==> src/rtl/dmem_responder.sv <==
// Data-memory responder: posted in-order store buffer in front of a single-ported word RAM,
// with combinational loads forwarded from the youngest matching buffer entry.
// Optional store coalescing is enabled by defining DMEM_SB_COALESCE_EN.
module dmem_responder #(
  parameter int unsigned DEPTH_WORDS = 64,
  parameter int unsigned SB_DEPTH    = 4
) (
  input  logic                        clk,
  input  logic                        reset,
  input  logic                        dmem_write,
  input  logic                        dmem_read,
  input  logic [31:0]                 addr,
  input  logic [31:0]                 dmem_write_data,
  output logic [31:0]                 dmem_read_data,
  output logic [$clog2(SB_DEPTH):0]   sb_count,
  output logic                        sb_empty,
  output logic                        sb_full,
  output logic                        sb_overflow
);

  localparam int unsigned AW = $clog2(DEPTH_WORDS);
  localparam int unsigned PW = $clog2(SB_DEPTH);
  localparam int unsigned CW = PW + 1;

  logic [31:0]   ram     [DEPTH_WORDS];
  logic [AW-1:0] sb_widx [SB_DEPTH];
  logic [31:0]   sb_data [SB_DEPTH];

  logic [PW-1:0] head;
  logic [PW-1:0] tail;
  logic [AW-1:0] widx;
  logic          drain;
  logic          enq;
  logic          drop;
  logic          coal_hit;
  logic [CW-1:0] count_nxt;
  logic          fwd_hit;
  logic [31:0]   fwd_data;
  logic          unused_addr;

  // Word accesses only; upper bits alias modulo the RAM size.
  assign widx        = addr[AW+1:2];
  assign unused_addr = ^{addr[31:AW+2], addr[1:0]};

  // The RAM port is free for the buffer whenever no load is using it.
  assign drain = ~dmem_read & (sb_count != '0);

`ifdef DMEM_SB_COALESCE_EN
  logic [PW-1:0] coal_idx;

  // A head entry that leaves this cycle cannot absorb the store.
  always_comb begin
    coal_hit = 1'b0;
    coal_idx = '0;
    for (int k = 0; k < int'(SB_DEPTH); k++) begin
      if ((CW'(k) < sb_count) && !(k == 0 && drain) &&
          (sb_widx[head + PW'(k)] == widx)) begin
        coal_hit = 1'b1;
        coal_idx = head + PW'(k);
      end
    end
  end
`else
  assign coal_hit = 1'b0;
`endif

  // A full buffer accepts a store only if the head drains in the same cycle.
  assign enq       = dmem_write & ~coal_hit & (~sb_full | drain);
  assign drop      = dmem_write & ~coal_hit & sb_full & ~drain;
  assign count_nxt = sb_count + CW'(enq) - CW'(drain);

  always_ff @(posedge clk) begin
    if (reset) begin
      head        <= '0;
      tail        <= '0;
      sb_count    <= '0;
      sb_empty    <= 1'b1;
      sb_full     <= 1'b0;
      sb_overflow <= 1'b0;
    end else begin
      if (enq) begin
        tail <= tail + PW'(1);
      end
      if (drain) begin
        head <= head + PW'(1);
      end
      sb_count <= count_nxt;
      sb_empty <= (count_nxt == '0);
      sb_full  <= (count_nxt == CW'(SB_DEPTH));
      if (drop) begin
        sb_overflow <= 1'b1;
      end
    end
  end

  // Entry payloads carry no reset; validity comes from head/count.
  always_ff @(posedge clk) begin
    if (!reset) begin
      if (enq) begin
        sb_widx[tail] <= widx;
        sb_data[tail] <= dmem_write_data;
      end
`ifdef DMEM_SB_COALESCE_EN
      if (dmem_write && coal_hit) begin
        sb_data[coal_idx] <= dmem_write_data;
      end
`endif
    end
  end

  // RAM keeps its contents across reset.
  always_ff @(posedge clk) begin
    if (!reset && drain) begin
      ram[sb_widx[head]] <= sb_data[head];
    end
  end

  // Walk oldest to youngest so the last match is the youngest.
  always_comb begin
    fwd_hit  = 1'b0;
    fwd_data = '0;
    for (int k = 0; k < int'(SB_DEPTH); k++) begin
      if ((CW'(k) < sb_count) && (sb_widx[head + PW'(k)] == widx)) begin
        fwd_hit  = 1'b1;
        fwd_data = sb_data[head + PW'(k)];
      end
    end
  end

  assign dmem_read_data = fwd_hit ? fwd_data : ram[widx];

endmodule

==> config.mk <==
export PLATFORM = sky130hd
export DESIGN_NAME = dmem_responder
export DESIGN_NICKNAME = d
export VERILOG_FILES = /design/src/rtl/dmem_responder.sv
export SDC_FILE = /design/constraint.sdc
export NUM_CORES = 2
export LEC_CHECK = 0
export BUFFER_PORTS_ARGS = -buffer_cell sky130_fd_sc_hd__buf_2
export CORE_UTILIZATION = 40
export DETAILED_ROUTE_END_ITERATION = 6
export HOLD_SLACK_MARGIN = 0.05
export PLACE_DENSITY_LB_ADDON = 0.2
export SKIP_LAST_GASP = 1
export SYNTH_ARGS = -nofsm -noshare
export SYNTH_HDL_FRONTEND = slang
export SYNTH_SLANG_ARGS = --single-unit
==> constraint.sdc <==
create_clock -name clk -period 6 [get_ports clk]
set_input_delay 1.5 -clock clk [delete_from_list [all_inputs] [get_ports clk]]
set_output_delay 1.5 -clock clk [all_outputs]
set_load 0.01 [all_outputs]
==> metrics.md <==
| Metric | Value |
|---|---|
| Fin crit period | `5.99 ns` |
| Skew final | `0.0332 ns` |
| Final-report hold violation count | `0` |
| Final setup fails | `0` |
| Mapped Nets | `4140` |
| Max Clk Rate | `0.167 GHz` |
| Core Box Area | `0.220 mm²` |
| Drt drc | `0` |
| Crit end category | `output port` |
| Crit Path Class | `input port to output port` |
| Final core occ | `46.4%` |
| Net load switching power | `9.68 mW` |
| Post-DP Area | `0.0950 mm²` |
| Async SR Flop Fraction | `0%` |
| Critical Path RT | `4.50 ns` |
| Global-route wire length before repair | `327000 µm` |
| Layout overhead on the synthesized area | `15.1%` |
| Vias in the first global route | `43600` |
| TritonCTS clock tree | `yes` |
| Final period utilization | `99.8%` |
| Number of enable flip-flop cells after synthesis | `2200` |
| Worst rel slew slack | `20.6%` |
| Detail Route Antenna Nets | `0` |
| Clock sink total | `2212` |
| DP Worst Slack | `0.133 ns` |
| Num CTS Buffers | `219` |
| Synth cell types | `59` |
| Buffer depth of the longest clock path | `3` |
| Max-capacitance violation count | `0` |
| Switch share | `25.8%` |
| Total global routing overflow | `0` |
| Largest net degree at the start of global routing | `67` |
| Cts hold-fix bufs | `0` |
| Final Power | `37.5 mW` |
| Root buffer cell | `clkbuf_16` |
| Hold WC Path Type | `register to register` |
| Logic pwr share | `14.0%` |
| Top_reg_cell synth | `edfxtp_1` |
| IO Pins | `106` |
| Sequential fraction of the synthesis area | `74.8%` |
| Slew @ Worst Pin | `1.19 ns` |
| Hold depth | `2` |
| Initial drt markers | `4309` |
| CP Max Fanout | `29` |
| Final nets | `4495` |
| Slew Limit Fails | `0` |
| Setup ws final | `0.0105 ns` |
| Drt pass-1 iters | `7` |
| Fin Setup TNS | `0 ns` |
| Commonest cells after routing, fill and taps aside | `2200 x edfxtp_1, 610 x mux4_2, 253 x buf_4, 248 x mux2i_1, 223 x clkbuf_16` |
| Wire length per cell | `30.3 µm` |
| LEAKAGE | `32.0 nW` |
| Biggest cell delay along the critical path | `0.61 ns` |
| Via Count | `42800` |
| DRT Wirelength | `230000 µm` |
| Final Cell Area | `0.102 mm²` |
| Worst reg2reg path depth | `5` |
| Dpl hpwl | `134000 µm` |
| Status | `complete, no violations` |
| Syn Area/Cell | `21.8 µm²` |
| Die H | `473 µm` |
| Antenna violations before repair | `21` |
| Pwr/cell area | `367 mW/mm²` |
| CP startpoint kind | `input port` |
| Die W | `473 µm` |
| Count of input and output buffers | `79` |
| Commonest non-fill, non-tap cell in the layout | `edfxtp_1` |
| Cells after Synth | `4063` |
| Initial Utilization | `40.3%` |
| YS warnings | `0` |
| Std-Cell Rows | `172` |
| Reg power frac | `50.4%` |
| Clk pwr share | `35.6%` |
| Max H-tree Level | `4` |
| Syn Std Cell Area | `0.0887 mm²` |
| Clk Latency, worst-skew pair | `0.87 ns` |
| CP max stage cell | `mux4_2` |
| Max VDD drop | `303 µV` |
| Die area | `0.224 mm²` |
| Gpl congestion | `0.841` |
| Crit path cell chain | `buf_8 -> buf_12 -> buf_4 -> mux4_2 -> mux2i_1 -> mux4_2 -> mux2i_1 -> nand3_1 -> o211ai_2 -> buf_2` |
| Gr usage total | `20.6%` |
| Vias per inst | `5.65` |
| Internal power | `27.8 mW` |
| Worst Path Arrival | `4.49 ns` |
| RSZ-0062 raised after global routing | `no` |
| Register bit count reported by yosys | `2212` |
| Reg clk slew, reported paths | `0.06 ns` |
| Share of cells above drive strength 1 | `32.3%` |
[stage by stage]
| step | instances | hold WS (ns) |
|---|---|---|
| 2_1_floorplan | 4063 | 0.469 |
| 3_3_place_gp | 7150 | 0.457 |
| 3_5_place_dp | 7150 | 0.457 |
| 4_1_cts | 7558 | 0.471 |
| 5_1_grt | 7568 | 0.521 |
| 6_report | 7577 | 0.466 |
[synthesized netlist by cell type (7+ instances only)]
| library cell | count | area (µm²) |
|---|---|---|
| a21oi_1 | 94 | 470 |
| a22oi_1 | 59 | 443 |
| a22oi_2 | 10 | 125 |
| a32oi_1 | 13 | 114 |
| buf_1 | 23 | 86.3 |
| buf_2 | 84 | 420 |
| buf_4 | 12 | 90.1 |
| clkbuf_1 | 117 | 439 |
| dfxtp_1 | 12 | 240 |
| edfxtp_1 | 2200 | 66100 |
| ha_1 | 8 | 100 |
| inv_1 | 10 | 37.5 |
| mux2_2 | 58 | 653 |
| mux2i_1 | 248 | 2480 |
| mux4_2 | 609 | 13700 |
| mux4_4 | 17 | 425 |
| nand2_1 | 144 | 541 |
| nand3_1 | 53 | 265 |
| nor2_1 | 114 | 428 |
| o211ai_2 | 30 | 375 |
| o21ai_0 | 32 | 160 |
| o221ai_1 | 13 | 114 |
| xnor2_1 | 22 | 193 |
| xor2_1 | 7 | 61.3 |
[critical path, delay by kind of cell]
kind,cells,cell delay (ns)
multiplexers,4,1.58
buffers and inverters,4,0.94
AO/OA/AOI/OAI,1,0.16
AND/OR/NAND/NOR,1,0.25
[area by class of cell]
class | count | area [µm²]
Sequential cell | 2212 | 66300
Clock buffer | 275 | 5800
Fill cell | 18300 | 118000
Inverter | 14 | 67.6
Antenna cell | 15 | 37.5
Tap cell | 2958 | 3700
Clock inverter | 132 | 1150
Multi-Input combinational cell | 1591 | 21700
Timing Repair Buffer | 380 | 3290
[sequential cells by signal (all words and copies together), names as in the netlist, named ones only]
signal and count:
ram 2048, sb_data 128, sb_widx 24, sb_count 3, head 2, tail 2, sb_empty 1, sb_full 1
sb_overflow 1
[repair_timing]
action                                  4_1_cts  5_1_grt
setup buffers                                 0        4
gates resized for setup                       1        2
cloned                                        1        0
endpoints found under the setup margin       22        9
[kinds of logic (layout without fill, tap and decap cells)]
family          Yosys count  count (layout)  share of synthesized area (%)
flops                  2212            2212                           74.8
other cells               0              15                              0
fa+ha+maj                 9               9                          0.135
buf+inv                 261             801                           1.36
compound gates          269             270                           2.22
simple gates            348             348                           1.66
xor+xnor                 29              29                          0.286
mux                     935             935                           19.6
[worst paths after layout]
check,from,to,slack [ns]
max,addr[4],dmem_read_data[7],0.01
min,sb_overflow$_SDFFE_PP0P_,sb_overflow$_SDFFE_PP0P_,0.47
max reg2reg,register,ram[24][31]$_DFFE_PP_,1.86
min reg2reg,sb_overflow$_SDFFE_PP0P_,sb_overflow$_SDFFE_PP0P_,0.47
[per-layer routing]
metal / track usage (%) / vias up / share of wire (%)
met5: 0 / - / 0.020
met4: 5.73 / 6 / 2.7
met3: 3.39 / 286 / 5.9
met2: 32.8 / 1431 / 47
met1: 29.4 / 23200 / 44
li1: - / 17900 / -
[power groups by stage]
stage | Sequential [mW] | Clock (mW) | Combinational, mW
final | 18.9 | 13.3 | 5.25
after CTS | 18.9 | 13.6 | 5.29
after floorplan | 19.1 | 0 | 2.93
after global placement | 19.2 | 0 | 5.14
after detailed placement | 19.2 | 0 | 5.28
after global routing | 18.9 | 14.1 | 5.58
Note: power is estimated with default switching activity, not from simulation.
